[src/rtl/ram_arbiter_if.sv]
// Bus bundle for ram_arbiter: two requester ports, the RAM request/response
// port and the wipe control/status lines. The slave modport is the arbiter's
// view; the master modport is the view of whatever surrounds it.
interface ram_arbiter_if;
  logic        m0_valid;
  logic [31:0] m0_addr;
  logic [31:0] m0_din;
  logic [3:0]  m0_wstrb;
  logic        m0_ready;
  logic [31:0] m0_dout;

  logic        m1_valid;
  logic [31:0] m1_addr;
  logic [31:0] m1_din;
  logic [3:0]  m1_wstrb;
  logic        m1_ready;
  logic [31:0] m1_dout;

  logic        wipe_req;
  logic        wipe_busy;
  logic        wipe_done;

  logic        ram_valid;
  logic [31:0] ram_addr;
  logic [31:0] ram_din;
  logic [3:0]  ram_wstrb;
  logic [31:0] ram_dout;
  logic        ram_ready;

  modport slave (
    input  m0_valid, m0_addr, m0_din, m0_wstrb,
    output m0_ready, m0_dout,
    input  m1_valid, m1_addr, m1_din, m1_wstrb,
    output m1_ready, m1_dout,
    input  wipe_req,
    output wipe_busy, wipe_done,
    output ram_valid, ram_addr, ram_din, ram_wstrb,
    input  ram_dout, ram_ready
  );

  modport master (
    output m0_valid, m0_addr, m0_din, m0_wstrb,
    input  m0_ready, m0_dout,
    output m1_valid, m1_addr, m1_din, m1_wstrb,
    input  m1_ready, m1_dout,
    output wipe_req,
    input  wipe_busy, wipe_done,
    input  ram_valid, ram_addr, ram_din, ram_wstrb,
    output ram_dout, ram_ready
  );
endinterface

[src/rtl/ram_arbiter.sv]
// Two-requester round-robin arbiter in front of a single-port RAM, with a
// zeroization engine that walks every word and writes zero. Requests are
// forwarded combinationally; only the FSM state, the wipe word counter and
// the last-grant bit are registered.
module ram_arbiter #(
  parameter int ADDR_BITS     = 10,
  parameter bit WIPE_ON_RESET = 1'b0
) (
  input  logic      clk,
  input  logic      resetn,
  ram_arbiter_if.slave bus
);

  localparam int CNT_BITS = ADDR_BITS - 2;
  localparam logic [CNT_BITS-1:0] CNT_LAST = '1;
  localparam logic [CNT_BITS-1:0] CNT_ONE  = {{(CNT_BITS-1){1'b0}}, 1'b1};

  typedef enum logic [1:0] {
    ST_IDLE = 2'd0,
    ST_WIPE = 2'd1,
    ST_DONE = 2'd2
  } state_t;

  state_t              state_q, state_d;
  logic [CNT_BITS-1:0] cnt_q, cnt_d;
  logic                last_grant_q, last_grant_d;  // 1 = m1 served last
  logic                grant_m0, grant_m1;

  // Round-robin pick: a lone requester always wins; on contention the one
  // not served by the last completed transfer wins.
  always_comb begin
    grant_m1 = bus.m1_valid && (!bus.m0_valid || !last_grant_q);
    grant_m0 = bus.m0_valid && !grant_m1;
  end

  // State register; a wipe-on-reset build leaves reset already in WIPE.
  always_ff @(posedge clk) begin
    if (!resetn) begin
      state_q      <= WIPE_ON_RESET ? ST_WIPE : ST_IDLE;
      cnt_q        <= '0;
      last_grant_q <= 1'b1;
    end else begin
      state_q      <= state_d;
      cnt_q        <= cnt_d;
      last_grant_q <= last_grant_d;
    end
  end

  // Next state, word counter and last-grant bookkeeping.
  always_comb begin
    state_d      = state_q;
    cnt_d        = cnt_q;
    last_grant_d = last_grant_q;
    case (state_q)
      ST_IDLE: begin
        if ((grant_m0 || grant_m1) && bus.ram_ready) begin
          last_grant_d = grant_m1;
        end
        if (bus.wipe_req) begin
          state_d = ST_WIPE;
          cnt_d   = '0;
        end
      end
      ST_WIPE: begin
        if (bus.ram_ready) begin
          cnt_d = cnt_q + CNT_ONE;
          if (cnt_q == CNT_LAST) begin
            state_d = ST_DONE;
          end
        end
      end
      ST_DONE: state_d = ST_IDLE;
      default: state_d = ST_IDLE;
    endcase
  end

  // Outputs; while resetn is low everything looks like an idle arbiter with
  // no grants, regardless of the registered state.
  always_comb begin
    bus.ram_valid = 1'b0;
    bus.ram_addr  = '0;
    bus.ram_din   = '0;
    bus.ram_wstrb = '0;
    bus.m0_ready  = 1'b0;
    bus.m1_ready  = 1'b0;
    bus.m0_dout   = bus.ram_dout;
    bus.m1_dout   = bus.ram_dout;
    bus.wipe_busy = 1'b0;
    bus.wipe_done = 1'b0;
    if (resetn) begin
      case (state_q)
        ST_IDLE: begin
          if (grant_m0) begin
            bus.ram_valid = 1'b1;
            bus.ram_addr  = bus.m0_addr;
            bus.ram_din   = bus.m0_din;
            bus.ram_wstrb = bus.m0_wstrb;
            bus.m0_ready  = bus.ram_ready;
          end else if (grant_m1) begin
            bus.ram_valid = 1'b1;
            bus.ram_addr  = bus.m1_addr;
            bus.ram_din   = bus.m1_din;
            bus.ram_wstrb = bus.m1_wstrb;
            bus.m1_ready  = bus.ram_ready;
          end
        end
        ST_WIPE: begin
          bus.wipe_busy = 1'b1;
          bus.ram_valid = 1'b1;
          bus.ram_addr  = {{(32-ADDR_BITS){1'b0}}, cnt_q, 2'b00};
          bus.ram_wstrb = 4'b1111;
        end
        ST_DONE: bus.wipe_done = 1'b1;
        default: ;
      endcase
    end
  end

endmodule
[src/flat_wrapper.sv]
// flat-port wrapper written by rule: the top's interface ports become plain ports
module ram_arbiter_flat 
#(
  parameter int ADDR_BITS     = 10,
  parameter bit WIPE_ON_RESET = 1'b0
)
  (clk, resetn, bus_m0_valid, bus_m0_addr, bus_m0_din, bus_m0_wstrb, bus_m0_ready, bus_m0_dout, bus_m1_valid, bus_m1_addr, bus_m1_din, bus_m1_wstrb, bus_m1_ready, bus_m1_dout, bus_wipe_req, bus_wipe_busy, bus_wipe_done, bus_ram_valid, bus_ram_addr, bus_ram_din, bus_ram_wstrb, bus_ram_dout, bus_ram_ready);
  ram_arbiter_if bus_i ();
  input  logic clk;
  input  logic resetn;
  input wire logic [$bits(bus_i.m0_valid)-1:0] bus_m0_valid;
  input wire logic [$bits(bus_i.m0_addr)-1:0] bus_m0_addr;
  input wire logic [$bits(bus_i.m0_din)-1:0] bus_m0_din;
  input wire logic [$bits(bus_i.m0_wstrb)-1:0] bus_m0_wstrb;
  output wire logic [$bits(bus_i.m0_ready)-1:0] bus_m0_ready;
  output wire logic [$bits(bus_i.m0_dout)-1:0] bus_m0_dout;
  input wire logic [$bits(bus_i.m1_valid)-1:0] bus_m1_valid;
  input wire logic [$bits(bus_i.m1_addr)-1:0] bus_m1_addr;
  input wire logic [$bits(bus_i.m1_din)-1:0] bus_m1_din;
  input wire logic [$bits(bus_i.m1_wstrb)-1:0] bus_m1_wstrb;
  output wire logic [$bits(bus_i.m1_ready)-1:0] bus_m1_ready;
  output wire logic [$bits(bus_i.m1_dout)-1:0] bus_m1_dout;
  input wire logic [$bits(bus_i.wipe_req)-1:0] bus_wipe_req;
  output wire logic [$bits(bus_i.wipe_busy)-1:0] bus_wipe_busy;
  output wire logic [$bits(bus_i.wipe_done)-1:0] bus_wipe_done;
  output wire logic [$bits(bus_i.ram_valid)-1:0] bus_ram_valid;
  output wire logic [$bits(bus_i.ram_addr)-1:0] bus_ram_addr;
  output wire logic [$bits(bus_i.ram_din)-1:0] bus_ram_din;
  output wire logic [$bits(bus_i.ram_wstrb)-1:0] bus_ram_wstrb;
  input wire logic [$bits(bus_i.ram_dout)-1:0] bus_ram_dout;
  input wire logic [$bits(bus_i.ram_ready)-1:0] bus_ram_ready;
  assign bus_i.m0_valid = bus_m0_valid;
  assign bus_i.m0_addr = bus_m0_addr;
  assign bus_i.m0_din = bus_m0_din;
  assign bus_i.m0_wstrb = bus_m0_wstrb;
  assign bus_m0_ready = bus_i.m0_ready;
  assign bus_m0_dout = bus_i.m0_dout;
  assign bus_i.m1_valid = bus_m1_valid;
  assign bus_i.m1_addr = bus_m1_addr;
  assign bus_i.m1_din = bus_m1_din;
  assign bus_i.m1_wstrb = bus_m1_wstrb;
  assign bus_m1_ready = bus_i.m1_ready;
  assign bus_m1_dout = bus_i.m1_dout;
  assign bus_i.wipe_req = bus_wipe_req;
  assign bus_wipe_busy = bus_i.wipe_busy;
  assign bus_wipe_done = bus_i.wipe_done;
  assign bus_ram_valid = bus_i.ram_valid;
  assign bus_ram_addr = bus_i.ram_addr;
  assign bus_ram_din = bus_i.ram_din;
  assign bus_ram_wstrb = bus_i.ram_wstrb;
  assign bus_i.ram_dout = bus_ram_dout;
  assign bus_i.ram_ready = bus_ram_ready;
  ram_arbiter #(.ADDR_BITS(ADDR_BITS), .WIPE_ON_RESET(WIPE_ON_RESET)) u_core (.clk(clk), .resetn(resetn), .bus(bus_i));
endmodule
[config.mk]
export PLATFORM = sky130hd
export DESIGN_NAME = ram_arbiter_flat
export DESIGN_NICKNAME = d
export VERILOG_FILES = /design/src/rtl/ram_arbiter_if.sv /design/src/rtl/ram_arbiter.sv /design/src/flat_wrapper.sv
export SDC_FILE = /design/constraint.sdc
export NUM_CORES = 1
export LEC_CHECK = 0
export ABC_AREA = 1
export CAP_MARGIN = 20
export CORE_AREA = 4 4 119 121
export CTS_BUF_LIST = sky130_fd_sc_hd__clkbuf_4 sky130_fd_sc_hd__clkbuf_8 sky130_fd_sc_hd__clkbuf_16
export CTS_CLUSTER_SIZE = 12
export DETAILED_ROUTE_END_ITERATION = 6
export DIE_AREA = 0 0 123 125
export SYNTH_ARGS = -nofsm -noshare
export SYNTH_HDL_FRONTEND = slang
export SYNTH_SLANG_ARGS = --single-unit
[constraint.sdc]
create_clock -name clk -period 2.3 [get_ports clk]
set_clock_uncertainty 0.05 [all_clocks]
set_input_delay 0.46 -clock clk [delete_from_list [all_inputs] [get_ports clk]]
set_output_delay 0.46 -clock clk [all_outputs]
set_load 0.02 [all_outputs]
After elaboration in Yosys (flattened, before gate mapping)

Cells that the tools add are included.
W data, S select, Z words.

Add/subtract/negate cells: 1
Eq/ne operators: 6
Mux-type cells: 34
Reductions and logical operators: 13

Operators with widths:

| operator              | count |
|---|---|
| $mux W32              | 7 |
| $pmux W32 S2          | 1 |
| $mux W8               | 2 |
| $pmux W8 S2           | 1 |
| $mux W1               | 14 |
| $mux W4               | 3 |
| $add A8 B1 Y8 const B | 1 |
| $eq A8 B8 Y1 const B  | 1 |
| $pmux W4 S2           | 1 |
| $mux W2               | 3 |
| $reduce_and A3 Y1     | 2 |
| $ne A2 B2 Y1 const B  | 2 |
| $pmux W2 S2           | 1 |
| $logic_and A1 B1 Y1   | 3 |
| $logic_not A1 Y1      | 3 |
| $eq A2 B1 Y1 const B  | 1 |
| $eq A2 B2 Y1 const B  | 1 |
| $logic_not A2 Y1      | 1 |
| $logic_or A1 B1 Y1    | 2 |
| $ne A2 B1 Y1 const B  | 1 |
| $pmux W1 S2           | 1 |
| $reduce_and A2 Y1     | 1 |
| $reduce_bool A2 Y1    | 1 |

Bits in registers: 11
Logic and storage cells: 57

Logic depth before layout (Yosys ltp)

Word-level depth: 8
Gate-level depth with buffers: 9
Mapped depth without buffers: 8

Worst setup path before layout

Ideal clock, no wire load.

Path type: in2out
From: input resetn
To: output bus_ram_addr[2]
Arrival time: 1487 ps
Data required time: 1790 ps
Slack: 303 ps
Stages: 4
Buffers on the path: 0
Path through: inv_2 nor2_2 inv_1 o21ai_0

Longest elaborated chain between the ends: 1

Ends and longest elaborated chain:

| item            | RTL line           | text |
|---|---|---|
| start, declared | flat_wrapper.sv:10 | `input logic resetn;` |
| $mux W32        | ram_arbiter.sv:90  | `if (resetn) begin` |
| end, declared   | flat_wrapper.sv:27 | `output wire logic [$bits(bus_i.ram_addr)-1:0] bus_ram_addr;` |

Every way passes these cells.

Worst setup path after layout

From: input bus_m0_valid
To: output bus_ram_addr[7]

Longest elaborated chain between the ends: 8
Elaborated cells between the ends (all ways): 9
Those cells by class: mux: 4; reduce/logical: 5

Ends and longest elaborated chain:

| item                | RTL line           | text |
|---|---|---|
| start, declared     | flat_wrapper.sv:11 | `input wire logic [$bits(bus_i.m0_valid)-1:0] bus_m0_valid;` |
| $logic_not A1 Y1    | ram_arbiter.sv:32  | `grant_m1 = bus.m1_valid && (!bus.m0_valid \|\| !last_grant_q);` |
| $logic_or A1 B1 Y1  | ram_arbiter.sv:32  |  |
| $logic_and A1 B1 Y1 | ram_arbiter.sv:32  |  |
| $logic_not A1 Y1    | ram_arbiter.sv:33  | `grant_m0 = bus.m0_valid && !grant_m1;` |
| $logic_and A1 B1 Y1 | ram_arbiter.sv:33  |  |
| $mux W32 *          | ram_arbiter.sv:93  | `if (grant_m0) begin` |
| $pmux W32 S2 *      | ram_arbiter.sv:91  | `case (state_q)` |
| $mux W32 *          | ram_arbiter.sv:90  |  |

Mark *: on every way between the ends. The rest lies on a longest branch, timed or not.

==> impl_metrics.tcl <==
set metrics [dict create \
    synth-seq-cells 11 \
    final_period_minus_worst_setup_slack_ns 2.205 \
    clkSlewWorstSetupHoldPaths_ns 0.04 \
    postCtsHoldBufs 0 \
    initial_detailed_routing_violation_count 113 \
    drive_gt1_share_pct 24.11 \
    maxCapViolations 0 \
    finalCoreUtilization_pct 31.77 \
    endpoints_failing_setup 0 \
    final_min_period_over_clock_period_pct 95.89 \
    finalPower_uw 1381 \
    antenna_found_initial 0 \
    tritoncts_buffer_count 3 \
    finalNetCount 740 \
    outcome "complete, no violations" \
    vias 3112 \
    timing.critical_path.from_type "input port" \
    reg2reg_setup_slack_ns 0.81 \
    numClockSinks 11 \
    n_antenna_cell 0 \
    fp.dieArea_um2 15380 \
    drt-pass1-iter-count 4 \
    cp-endpoint "bus_ram_addr[7]" \
    cts_tree "done" \
    route.antenna.remaining_nets 0 \
    pin_count_of_the_biggest_net_entering_global_routing 35 \
    synth_seq_area_share_pct 10.10 \
    globalRoute.totalOverflow 0 \
    htree_num_levels 1 \
    gp_routability_congestion 0.8402 \
    flow.area_growth_from_synthesis_pct 90.76 \
    power-per-cell-area_nw_per_um2 332.0 \
    portBuffers 214 \
    rsz0062_at_grt "no" \
    timing.rr.start "u_core.cnt_q[1]" \
    num_rows 42 \
    worst_slew_pin_slew_ns 0.3296 \
    mapped_cell_area_um2 2180 \
    timing.critical_path.from "bus_m0_valid" \
    clk-insertion-delay-late_ns 0.24 \
    starting_density_of_the_core_pct 16.66 \
    wire_per_inst_um 16.39 \
    post_synth.cell_area_avg_um2 5.395 \
    synth_cells 404 \
    cp-end-kind "output port" \
    mappedNetlistNets 579 \
    grt_use_total_pct 13.72 \
    slew_violations 0 \
    netlist-cell-type-count 24 \
    timing_hold_violations_final 0 \
    io_pins 311 \
    ir_drop_mv 0.2112 \
    final.hold.worst_slack_ns 0.4062 \
    critPathArrivalTime_ns 1.70 \
    power_leakage_uw 0.001839 \
    detailed_place_hpwl_mm 9.299 \
    rr_endpoint "u_core.cnt_q[6]" \
    cp_max_fo 8 \
    first_pass_grt_wire_length_mm 17.00 \
    worst_hold_check_path_type "flop to flop" \
    maxClockFrequency_mhz 453.4 \
    ctsRootBufferMaster "sky130_fd_sc_hd__clkbuf_16" \
    timing_worst_setup_path_type "input port to output port" \
    crit_required_ns 1.79 \
    via_count_of_the_first_global_routing_pass 3198 \
    drt_drc_violations_left 0 \
    synth_warnings 0 \
    die_boundary_width_um 123 \
    number_of_fill_cells_in_the_layout 1417 \
    die_height_um 125 \
    reg2reg_depth 6 \
    detail_route.wirelength_mm 12.13 \
    max-slew-margin-rel_pct 77.85 \
    buffer_depth_of_the_longest_clock_path 2 \
    coreArea_um2 13090 \
    viasPerCell 4.205 \
]
flip-flops by register name (all words and copies together) (netlist names):
signal / cells
u_core.cnt_q: 8
u_core.state_q: 2
u_core.last_grant_q: 1
area by class of cell:
type                       instances  area [µm²]  share of cell area [%]
sequential                        11       220.2                   5.296
clock buffer                       4       82.58                   1.986
timing repair buffer             242        2213                   53.23
multi-input combinational        286        1338                   32.17
tap                              176       220.2                   5.296
inverter                          21       83.83                   2.016
what timing repair did:
item | CTS | global route
endpoints found under the setup margin | 73 | 68
gates resized for setup | 319 | 15
pin swaps | 1 | 2
cloned | 2 | 3
setup buffers | 2 | 1
kinds of logic (layout without fill, tap and decap cells):
logic type                 count (synthesis)  after routing  synth area share (%)
DFF                                       11             11                 10.10
AOI/OAI and AO/OA                         79             79                 20.72
adders and majority gates                  1              1                0.5740
and+or+nand+nor                          205            205                 36.91
buffers and inverters                    107            267                 31.29
xor gates and xnor gates                   1              1                0.4019
layer usage:
layer  global-route usage (%)  share of wire [%]
met1                    14.71                 38
met2                    26.21                 51
met3                    4.381                 11
met4                    2.280               0.85
met5                        0                  0
how the worst min path moves through the flow:
stage	startpoint	end	slack (ns)	cells after the start
CTS	u_core.last_grant_q	u_core.last_grant_q	0.41	2
detailed placement	u_core.last_grant_q	u_core.last_grant_q	0.40	2
global route	u_core.last_grant_q	u_core.last_grant_q	0.44	2
floorplan	u_core.last_grant_q	u_core.last_grant_q	0.38	2
global placement	u_core.last_grant_q	u_core.last_grant_q	0.39	2
finish	u_core.last_grant_q	u_core.last_grant_q	0.41	2
where the power goes:
part	leakage, µW	internal [µW]	switching [µW]
registers	0.0000895	199	6.74
clock network	0.0000416	246	96.5
logic	0.00171	426	407
layout by cell type, fill, tap and decap left out:
master	netlist	routed
sky130_fd_sc_hd__buf_12	0	5
sky130_fd_sc_hd__o21ai_1	0	1
sky130_fd_sc_hd__buf_8	0	1
sky130_fd_sc_hd__nand4_1	1	1
sky130_fd_sc_hd__buf_4	65	35
sky130_fd_sc_hd__clkdlybuf4s15_2	0	2
sky130_fd_sc_hd__nor2_1	10	10
sky130_fd_sc_hd__clkbuf_4	0	1
sky130_fd_sc_hd__dfxtp_1	11	11
sky130_fd_sc_hd__xor2_1	1	1
sky130_fd_sc_hd__nand2_1	175	172
sky130_fd_sc_hd__o211ai_1	1	1
sky130_fd_sc_hd__buf_2	11	48
sky130_fd_sc_hd__nand3_1	12	12
sky130_fd_sc_hd__dlymetal6s2s_1	0	1
sky130_fd_sc_hd__nor3_1	4	4
sky130_fd_sc_hd__a31oi_1	4	4
sky130_fd_sc_hd__ha_1	1	1
sky130_fd_sc_hd__inv_2	4	4
sky130_fd_sc_hd__clkbuf_2	0	1
sky130_fd_sc_hd__buf_16	0	2
sky130_fd_sc_hd__inv_6	0	1
sky130_fd_sc_hd__nand2_2	0	2
sky130_fd_sc_hd__a21oi_2	10	21
sky130_fd_sc_hd__o21ai_0	11	10
sky130_fd_sc_hd__inv_1	17	16
sky130_fd_sc_hd__nor2_2	1	1
sky130_fd_sc_hd__dlygate4sd2_1	0	4
sky130_fd_sc_hd__nor4_2	0	1
sky130_fd_sc_hd__clkbuf_16	0	5
sky130_fd_sc_hd__nand2_4	0	1
sky130_fd_sc_hd__o21ai_4	1	1
sky130_fd_sc_hd__clkdlybuf4s50_1	0	138
sky130_fd_sc_hd__nor2_4	1	1
sky130_fd_sc_hd__a21oi_1	52	41
sky130_fd_sc_hd__buf_6	3	3
through the flow:
step	setup WS [ns]	instance area [µm²]	cells	TNS, ns
6_report	0.09455	4158	740	0
5_1_grt	0.004211	4158	740	0
4_1_cts	0.002122	4079	736	0
3_5_place_dp	-0.6062	4149	728	-37.44
3_3_place_gp	-0.5971	4149	728	-36.44
2_1_floorplan	0.3028	2180	404	0
synthesized netlist by cell type:
master	count	area, µm²
sky130_fd_sc_hd__nor3_1	4	20.02
sky130_fd_sc_hd__clkbuf_1	6	22.52
sky130_fd_sc_hd__o21ai_4	1	16.27
sky130_fd_sc_hd__a21oi_1	52	260.3
sky130_fd_sc_hd__buf_4	65	488.0
sky130_fd_sc_hd__buf_6	3	33.78
sky130_fd_sc_hd__nand4_1	1	6.260
sky130_fd_sc_hd__a31oi_1	4	25.02
sky130_fd_sc_hd__nor2_1	10	37.54
sky130_fd_sc_hd__nor2_4	1	11.26
sky130_fd_sc_hd__inv_2	4	15.01
sky130_fd_sc_hd__dfxtp_1	11	220.2
sky130_fd_sc_hd__nor2_2	1	6.260
sky130_fd_sc_hd__nand2_1	175	656.9
sky130_fd_sc_hd__inv_1	17	63.81
sky130_fd_sc_hd__buf_1	1	3.750
sky130_fd_sc_hd__buf_2	11	55.05
sky130_fd_sc_hd__ha_1	1	12.51
sky130_fd_sc_hd__a21oi_2	10	87.58
sky130_fd_sc_hd__xor2_1	1	8.760
sky130_fd_sc_hd__nand3_1	12	60.06
sky130_fd_sc_hd__o21ai_0	11	55.05
sky130_fd_sc_hd__nor4_1	1	6.260
sky130_fd_sc_hd__o211ai_1	1	7.510
critical path, stage by stage:
cell	delay (ns)
sky130_fd_sc_hd__dlygate4sd2_1	0.22
sky130_fd_sc_hd__nand2_1	0.07
sky130_fd_sc_hd__nand2_2	0.07
sky130_fd_sc_hd__nand2_2	0.09
sky130_fd_sc_hd__inv_6	0.11
sky130_fd_sc_hd__buf_6	0.11
sky130_fd_sc_hd__buf_16	0.12
sky130_fd_sc_hd__nand2_1	0.05
sky130_fd_sc_hd__nand2_1	0.06
sky130_fd_sc_hd__nand3_1	0.07
sky130_fd_sc_hd__o21ai_1	0.09
sky130_fd_sc_hd__buf_4	0.16
(Power assumes the default switching activity.)
